$ cat config.mk
export PLATFORM = sky130hd
export DESIGN_NAME = wide_bus_beat_packer_flat
export DESIGN_NICKNAME = d
export VERILOG_FILES = /design/src/rtl/wide_bus_pkg.sv /design/src/rtl/wide_bus_beat_packer_if.sv /design/src/rtl/wide_bus_beat_packer.sv /design/src/flat_wrapper.sv
export SDC_FILE = /design/constraint.sdc
export NUM_CORES = 2
export LEC_CHECK = 0
export ABC_AREA = 1
export CAP_MARGIN = 40
export CORE_MARGIN = 2
export CORE_UTILIZATION = 40
export CTS_CLUSTER_DIAMETER = 30
export DETAILED_ROUTE_END_ITERATION = 12
export PLACE_DENSITY = 0.62
export SKIP_CTS_REPAIR_TIMING = 1
export SYNTH_ARGS = -nofsm -noshare
export SYNTH_HDL_FRONTEND = slang
export SYNTH_SLANG_ARGS = --single-unit
$ cat constraint.sdc
create_clock -name clk_main_domain_100mhz_primary_oscillator -period 2.65 [get_ports clk_main_domain_100mhz_primary_oscillator]
set_clock_uncertainty 0.05 [all_clocks]
set_input_delay 0.53 -clock clk_main_domain_100mhz_primary_oscillator [delete_from_list [all_inputs] [get_ports clk_main_domain_100mhz_primary_oscillator]]
set_output_delay 0.53 -clock clk_main_domain_100mhz_primary_oscillator [all_outputs]
set_load 0.005 [all_outputs]
$ cat src/rtl/wide_bus_pkg.sv
// Shared types and sizing for the wide-bus feeder blocks.
// Default geometry packs 64-bit beats into the 1024-bit ultra-wide bus.
package wide_bus_pkg;

    localparam int unsigned WB_OUT_W = 1024;
    localparam int unsigned WB_IN_W  = 64;
    localparam int unsigned WB_BEATS = WB_OUT_W / WB_IN_W;
    localparam int unsigned WB_IDX_W = $clog2(WB_BEATS);
    localparam int unsigned WB_CW    = $clog2(WB_BEATS) + 1;

    typedef logic [WB_OUT_W-1:0] wb_word_t;

    typedef enum logic {
        WB_EMPTY = 1'b0,
        WB_FULL  = 1'b1
    } wb_slot_state_t;

    // Mask covering beat slots 0..cnt of a default-geometry word
    function automatic wb_word_t wb_slot_mask(input logic [WB_IDX_W-1:0] cnt);
        wb_word_t mask;
        mask = '0;
        for (int unsigned b = 0; b < WB_BEATS; b++) begin
            if (WB_IDX_W'(b) <= cnt) begin
                mask[b*WB_IN_W +: WB_IN_W] = {WB_IN_W{1'b1}};
            end
        end
        return mask;
    endfunction

endpackage

$ cat src/rtl/wide_bus_beat_packer_if.sv
// Narrow input beat stream plus packed wide output word stream.
// slave is the packer's view; master is the feeder/consumer view.
interface wide_bus_beat_packer_if
    import wide_bus_pkg::*;
#(
    parameter int unsigned IN_W  = WB_IN_W,
    parameter int unsigned OUT_W = WB_OUT_W,
    parameter int unsigned CW    = WB_CW
);

    logic              s_valid;
    logic              s_ready;
    logic [IN_W-1:0]   s_data;
    logic              s_last;
    logic              m_valid;
    logic              m_ready;
    logic [OUT_W-1:0]  m_data;
    logic [CW-1:0]     m_beats;

    modport slave (
        input  s_valid, s_data, s_last, m_ready,
        output s_ready, m_valid, m_data, m_beats
    );

    modport master (
        output s_valid, s_data, s_last, m_ready,
        input  s_ready, m_valid, m_data, m_beats
    );

endinterface

$ cat src/rtl/wide_bus_beat_packer.sv
// Packs IN_W beats LSB-first into one OUT_W word with a single registered output slot.
// s_last closes a short word early; unused upper slots are zero.
module wide_bus_beat_packer
    import wide_bus_pkg::*;
#(
    parameter int unsigned IN_W  = WB_IN_W,
    parameter int unsigned OUT_W = WB_OUT_W
) (
    input  logic                           clk_main_domain_100mhz_primary_oscillator,
    input  logic                           reset_system_wide_asynchronous_active_low_synchronized,
    wide_bus_beat_packer_if.slave          bus,
    input  logic                           flush,
    output logic [31:0]                    words_total
);

    localparam int unsigned BEATS = OUT_W / IN_W;
    localparam int unsigned CW    = $clog2(BEATS) + 1;
    localparam int unsigned IDX_W = (BEATS > 1) ? $clog2(BEATS) : 1;

    wb_slot_state_t     state_q, state_d;
    logic [IDX_W-1:0]   cnt_q;
    logic [OUT_W-1:0]   asm_q;
    logic [OUT_W-1:0]   m_data_q;
    logic [CW-1:0]      m_beats_q;
    logic [31:0]        words_total_q;

    logic               s_ready;
    logic               accept;
    logic               complete;
    logic               out_take;
    logic [OUT_W-1:0]   merged;
    logic [OUT_W-1:0]   slot_mask;

    assign s_ready  = (state_q == WB_EMPTY) | bus.m_ready;
    assign accept   = bus.s_valid & s_ready & ~flush;
    assign complete = accept & ((cnt_q == IDX_W'(BEATS - 1)) | bus.s_last);
    assign out_take = (state_q == WB_FULL) & bus.m_ready;

    // Current assembly with the offered beat dropped into its slot
    always_comb begin
        merged = asm_q;
        merged[cnt_q*IN_W +: IN_W] = bus.s_data;
    end

    // Keeps slots above the completing beat at zero
    always_comb begin
        slot_mask = '0;
        for (int unsigned b = 0; b < BEATS; b++) begin
            if (IDX_W'(b) <= cnt_q) begin
                slot_mask[b*IN_W +: IN_W] = {IN_W{1'b1}};
            end
        end
    end

    always_ff @(posedge clk_main_domain_100mhz_primary_oscillator or
                negedge reset_system_wide_asynchronous_active_low_synchronized) begin
        if (!reset_system_wide_asynchronous_active_low_synchronized) begin
            state_q <= WB_EMPTY;
        end else begin
            state_q <= state_d;
        end
    end

    // Output slot: a completing word always (re)fills it, a bare take empties it
    always_comb begin
        state_d = state_q;
        case (state_q)
            WB_EMPTY: if (complete) state_d = WB_FULL;
            WB_FULL:  if (out_take && !complete) state_d = WB_EMPTY;
            default:  state_d = WB_EMPTY;
        endcase
    end

    // Assembly register and beat counter
    always_ff @(posedge clk_main_domain_100mhz_primary_oscillator or
                negedge reset_system_wide_asynchronous_active_low_synchronized) begin
        if (!reset_system_wide_asynchronous_active_low_synchronized) begin
            cnt_q <= '0;
            asm_q <= '0;
        end else if (flush || complete) begin
            cnt_q <= '0;
            asm_q <= '0;
        end else if (accept) begin
            cnt_q <= cnt_q + IDX_W'(1);
            asm_q <= merged;
        end
    end

    // Presented word: loaded only on completion, held otherwise
    always_ff @(posedge clk_main_domain_100mhz_primary_oscillator or
                negedge reset_system_wide_asynchronous_active_low_synchronized) begin
        if (!reset_system_wide_asynchronous_active_low_synchronized) begin
            m_data_q  <= '0;
            m_beats_q <= '0;
        end else if (complete) begin
            m_data_q  <= merged & slot_mask;
            m_beats_q <= CW'(cnt_q) + CW'(1);
        end
    end

    always_ff @(posedge clk_main_domain_100mhz_primary_oscillator or
                negedge reset_system_wide_asynchronous_active_low_synchronized) begin
        if (!reset_system_wide_asynchronous_active_low_synchronized) begin
            words_total_q <= '0;
        end else if (out_take) begin
            words_total_q <= words_total_q + 32'd1;
        end
    end

    assign bus.s_ready  = s_ready;
    assign bus.m_valid  = (state_q == WB_FULL);
    assign bus.m_data   = m_data_q;
    assign bus.m_beats  = m_beats_q;
    assign words_total  = words_total_q;

endmodule
$ cat src/flat_wrapper.sv
// flat-port wrapper written by rule: the top's interface ports become plain ports
module wide_bus_beat_packer_flat import wide_bus_pkg::*;
#(
    parameter int unsigned IN_W  = WB_IN_W,
    parameter int unsigned OUT_W = WB_OUT_W
)
  (clk_main_domain_100mhz_primary_oscillator, reset_system_wide_asynchronous_active_low_synchronized, flush, words_total, bus_s_valid, bus_s_data, bus_s_last, bus_m_ready, bus_s_ready, bus_m_valid, bus_m_data, bus_m_beats);
  wide_bus_beat_packer_if #(.IN_W(IN_W), .OUT_W(OUT_W)) bus_i ();
  input  logic clk_main_domain_100mhz_primary_oscillator;
  input  logic reset_system_wide_asynchronous_active_low_synchronized;
  input  logic flush;
  output logic [31:0] words_total;
  input wire logic [$bits(bus_i.s_valid)-1:0] bus_s_valid;
  input wire logic [$bits(bus_i.s_data)-1:0] bus_s_data;
  input wire logic [$bits(bus_i.s_last)-1:0] bus_s_last;
  input wire logic [$bits(bus_i.m_ready)-1:0] bus_m_ready;
  output wire logic [$bits(bus_i.s_ready)-1:0] bus_s_ready;
  output wire logic [$bits(bus_i.m_valid)-1:0] bus_m_valid;
  output wire logic [$bits(bus_i.m_data)-1:0] bus_m_data;
  output wire logic [$bits(bus_i.m_beats)-1:0] bus_m_beats;
  assign bus_i.s_valid = bus_s_valid;
  assign bus_i.s_data = bus_s_data;
  assign bus_i.s_last = bus_s_last;
  assign bus_i.m_ready = bus_m_ready;
  assign bus_s_ready = bus_i.s_ready;
  assign bus_m_valid = bus_i.m_valid;
  assign bus_m_data = bus_i.m_data;
  assign bus_m_beats = bus_i.m_beats;
  wide_bus_beat_packer #(.IN_W(IN_W), .OUT_W(OUT_W)) u_core (.clk_main_domain_100mhz_primary_oscillator(clk_main_domain_100mhz_primary_oscillator), .reset_system_wide_asynchronous_active_low_synchronized(reset_system_wide_asynchronous_active_low_synchronized), .bus(bus_i), .flush(flush), .words_total(words_total));
endmodule
* Word level (Yosys, flattened, before mapping) *
Cells that the tools add are included.

storage, ports and cells
  register bits after elaboration = 2090
  output and inout bits = 1063
  word-level logic and storage cells = 66

operators by class
  add/subtract/negate cells = 4
  $lt $le $gt $ge = 16
  eq/ne operators = 1
  shift operators = 2
  muxes and demuxes = 24
  bitwise logic cells = 9
  reduce and logical (&&, ||, !) cells = 4

operator list
  kind                          count
  $mux W1024                    2
  $and A1024 B1024 Y1024        1
  $bwmux W1024                  1
  $mux W64                      16
  $shift A64 B34 Y1024 const A  1
  $shiftx A64 B34 Y1024         1
  $neg A10 Y34                  1
  $add A32 B1 Y32 const B       1
  $le A4 B4 Y1 const A          8
  $le A3 B4 Y1 const A          4
  $le A1 B4 Y1 const A          2
  $le A2 B4 Y1 const A          2
  $mux W4                       2
  $add A4 B1 Y5 const B         1
  $add A4 B1 Y4 const B         1
  $and A1 B1 Y1                 4
  $eq A4 B4 Y1 const B          1
  $mux W1                       2
  $not A1 Y1                    2
  $or A1 B1 Y1                  2
  $pmux W1 S2                   1
  $reduce_bool A2 Y1            1
  $logic_and A1 B1 Y1           1
  $logic_not A1 Y1              1
  $logic_or A1 B1 Y1            1

* Longest topological paths before layout *
  depth in word-level cells = 9
  mapped depth = 14
  gate-level depth less buffers = 11

* Worst setup path after synthesis *
Ideal clock, no wire load.

  kind = register -> register
  start point = register u_core.cnt_q[0]
  end point = register u_core.m_data_q[777] (netlist: u_core.bus.m_data[777])
  library setup time = 0.118 ns
  arrival = 2.387 ns
  data required time = 2.482 ns
  path slack = 0.095 ns
  stages on the path, launching flop included = 13
  buffers on the path = 4
  period minus slack after synthesis = 2.555 ns
  path through = dfrtp_1 > clkbuf_1 > nor2_1 > inv_1 > nor2_1 > ha_1 > inv_1 > clkbuf_1 > clkbuf_1 > clkbuf_1 > nand4_1 > nand3_1 > nand2_1

between the ends
  word-level cells in the longest chain between the ends = 4
  elaborated cells between the ends (all ways) = 10
  classes of those cells = 1 x add/sub; 1 x order compare; 1 x eq/ne; 2 x shift; 2 x mux; 3 x bitwise

RTL lines
  item                                                           line                        source
  from (decl)                                                    wide_bus_beat_packer.sv:21  logic [IDX_W-1:0] cnt_q;
  from (signal assigned)                                         wide_bus_beat_packer.sv:84  cnt_q <= cnt_q + IDX_W'(1);
  $neg A10 Y34                                                   wide_bus_beat_packer.sv:42  merged[cnt_q*IN_W +: IN_W] = bus.s_data;
  $shiftx A64 B34 Y1024 or $shift A64 B34 Y1024 (tied branches)  wide_bus_beat_packer.sv:42
  $bwmux W1024                                                   wide_bus_beat_packer.sv:42
  $and A1024 B1024 Y1024                                         wide_bus_beat_packer.sv:96  m_data_q <= merged & slot_mask;
  to (signal assigned)                                           wide_bus_beat_packer.sv:96
  to (decl)                                                      wide_bus_beat_packer.sv:23  logic [OUT_W-1:0] m_data_q;

Parallel ways exist; a longest one is shown, timed or not.
A chain may end at the register's enable or synchronous reset.

* Final worst setup path *
  start point = register u_core.m_data_q[4] (netlist: u_core.bus.m_data[4])
  end point = output bus_m_data[4]

RTL lines
  item       line                source
  to (decl)  flat_wrapper.sv:19  output wire logic [$bits(bus_i.m_data)-1:0] bus_m_data;

No word-level cell between the ends.

==> impl_metrics.tcl <==
set metrics [dict create \
    ys_seq_area_frac 0.561 \
    vias_per_cell 5.48 \
    wire_length_of_the_first_global_routing_pass_um 607000 \
    htreeDepth 5 \
    place.port_buffers 1132 \
    number_of_synthesized_register_bits 2090 \
    dp.final_hpwl_um 303000 \
    startpoint_kind_of_the_worst_setup_timing_path "flop" \
    drtAntennaViolNets 0 \
    initial_core_util 0.402 \
    ir_drop_mv 0.580 \
    power_leakage_uw 0.0669 \
    worst_setup_path_end_kind "output port" \
    vias_in_the_first_global_route 89760 \
    worst_slack_ps 4.07 \
    worst-path-max-fanout 2 \
    cts_tree "yes" \
    synth_cell_type_count 33 \
    post_synth.cell_area_avg_um2 7.86 \
    floorplan.rows 177 \
    overflow 0 \
    io_pins 1133 \
    timing_hold_violations_final 0 \
    fmax_mhz 378 \
    timing_worst_slew_pin_value_ps 831 \
    synth_fp_nets 11941 \
    multi_input_area_um2 35800 \
    route.final.wire_length_um 419000 \
    die-width_um 487 \
    postSynthCellCount 11864 \
    finalHoldWorstSlack_ps 98.8 \
    worst-endpoint-required_ps 2070 \
    report.final.slew_viol_count 0 \
    drc_errors 0 \
    synthesis.yosys.warnings 0 \
    core-area_um2 232000 \
    reg2reg_from "u_core.cnt_q[0]$_DFFE_PN0P_" \
    final_period_minus_worst_setup_slack_ps 2650 \
    worst_setup_hold_path_clk_slew_ps 50 \
    drive_gt1_frac 0.127 \
    critical-path-top-delay-family "buffers and inverters" \
    vias 93041 \
    gp_congestion 0.955 \
    max-clock-path-buffers 4 \
    dp_slack_ps -376 \
    finalCritPeriodShare 0.998 \
    setup_total_negative_slack_ps 0 \
    max_stage_delay_ps 570 \
    cp_num_cells 1 \
    areaGrowthSynthToFinish_pct 40.9 \
    timing.max_cap.violations 0 \
    max-slew-margin-rel 0.445 \
    drt_pre_antenna_iters 8 \
    n_fill_cell 20115 \
    layout.area.seq_um2 52300 \
    timing.critical_path.slowest_stage_cell "clkdlybuf4s50_1" \
    setup.worst_path.start "u_core.bus.m_data[4]$_DFFE_PN0P_" \
    worst-r2r-setup-slack_ps 10 \
    crit_path_cell_chain "clkdlybuf4s50_1" \
    synth_area_um2 93300 \
    hold_path.class "in -> async" \
    cell_depth_of_the_worst_flop_to_flop_path 9 \
    cp.arrival_ps 2070 \
    die_height_um 487 \
    totalPowerFinal_uw 99100 \
    worst-setup-path-type "reg -> out" \
    grt_start_max_net_pins 124 \
    track_usage 0.347 \
    p_per_area_nw_per_um2 754 \
    antenna_violations_before_repair 50 \
    finalSetupViolCount 0 \
    detail_route.iter0.violations 11273 \
    detail_route.wl_per_cell_um 24.7 \
    floorplan_die_area_um2 237000 \
    finalNetCount 13602 \
    cts_sinks 2090 \
    clkLatencyLatePin_ps 1010 \
    cts_buffers 455 \
    worstPathBufferInverterCount 1 \
    r2r-end "u_core.bus.m_data[287]$_DFFE_PN0P_" \
    cts_root_buffer "clkbuf_16" \
    run_status "finished clean" \
]
-- cells in the mapped netlist --
library cell,count,area share
a21oi_1,4,0.00021
a21oi_2,1,0.000094
and3_1,1,0.000067
buf_1,55,0.0022
buf_2,241,0.013
buf_4,12,0.00097
buf_6,1,0.00012
clkbuf_1,492,0.020
clkinv_1,1,0.000040
dfrtp_1,2090,0.56
ha_1,7,0.00094
inv_1,592,0.024
inv_2,7,0.00028
inv_4,1,0.000067
nand2_1,5739,0.23
nand2_2,1,0.000067
nand2_4,1,0.00012
nand3_1,1103,0.059
nand3b_1,5,0.00040
nand4_1,391,0.026
nand4_2,6,0.00080
nor2_1,69,0.0028
nor2_2,4,0.00027
nor2_4,1,0.00012
nor3_1,21,0.0011
nor4_1,1,0.000067
o21ai_0,741,0.040
o21ai_1,238,0.013
o21ai_2,1,0.000094
o22ai_1,15,0.0010
xnor2_1,4,0.00038
xor2_1,17,0.0016
xor2_2,1,0.00017
-- metal layers --
| layer | vias up | global-route usage | part of all wire |
|---|---|---|---|
| met5 | - | 0 | 0.00026 |
| met4 | 18 | 0.218 | 0.072 |
| li1 | 41290 | - | - |
| met2 | 5330 | 0.493 | 0.42 |
| met3 | 1053 | 0.0979 | 0.11 |
| met1 | 45350 | 0.464 | 0.40 |
-- cells in the final DEF (no fill, tap or decap), types with 4 or more instances in the layout --
cell type,n
buf_12,255
buf_4,611
buf_6,5
bufinv_16,64
clkbuf_1,48
clkbuf_16,462
clkbuf_8,62
clkdlybuf4s50_1,1110
clkinv_2,72
clkinv_4,35
clkinvlp_4,47
dfrtp_1,2070
dfrtp_2,19
diode_2,24
dlymetal6s2s_1,21
ha_1,4
inv_1,584
inv_16,4
inv_2,11
inv_6,30
inv_8,9
nand2_1,5722
nand2_2,12
nand2_4,5
nand3_1,1091
nand3_2,12
nand3b_1,5
nand4_1,391
nand4_4,6
nor2_1,51
nor2_2,7
nor2_4,16
nor3_1,21
o21ai_0,699
o21ai_1,277
o22ai_1,15
xnor2_1,4
xor2_1,17
-- state kept, by name (all words and copies together), names as in the netlist --
| name | cells |
|---|---|
| u_core.asm_q | 1024 |
| u_core.words_total | 32 |
| u_core.cnt_q | 4 |
| u_core.bus.m_valid | 1 |
| u_core.bus.m_beats | 5 |
| u_core.bus.m_data | 1024 |
-- worst max-delay path by stage --
stage,slack (ps),endpoint
floorplan,100,u_core.bus.m_data[777]$_DFFE_PN0P_
finish,4,bus_m_data[4]
global placement,-340,u_core.bus.m_data[745]$_DFFE_PN0P_
global route,-3,u_core.bus.m_data[756]$_DFFE_PN0P_
detailed placement,-380,u_core.bus.m_data[745]$_DFFE_PN0P_
CTS,-180,u_core.bus.m_data[1000]$_DFFE_PN0P_
-- kinds of logic (layout without fill, tap and decap cells) --
logic type / count (synthesis) / in the layout / share of synthesized area
compound gates: 1000 / 1000 / 0.0539
xor+xnor: 22 / 22 / 0.00215
fa+ha+maj: 7 / 7 / 0.000939
buf+inv: 1402 / 3439 / 0.0602
flops: 2090 / 2090 / 0.561
other cells: 0 / 24 / 0
simple gates: 7343 / 7343 / 0.322
-- final cells by class --
cell class | count | area share
clock inverter | 262 | 0.0262
sequential | 2090 | 0.398
inverter | 601 | 0.0174
clock buffer | 571 | 0.0956
antenna | 24 | 0.000457
multi-input combinational | 8372 | 0.272
timing repair buffer | 2005 | 0.161
tap | 3043 | 0.0290
-- power breakdown --
group          leakage [uW]  total, uW  internal [uW]  switching [uW]
clock               0.00777      58800          39700           19100
combinational        0.0300       7610           2280            5340
sequential           0.0291      32600          32300             342
total                0.0669      99100          74300           24800
-- through the flow --
step | instance area [um^2] | std cells | util
after global placement | 115000 | 16104 | 0.495
after floorplan | 93300 | 11864 | -
final | 131000 | 16968 | 0.566
after detailed placement | 115000 | 16104 | 0.495
after CTS | 131000 | 16937 | 0.564
after global routing | 131000 | 16955 | 0.566
No activity file was read; power rests on OpenSTA's default activity.
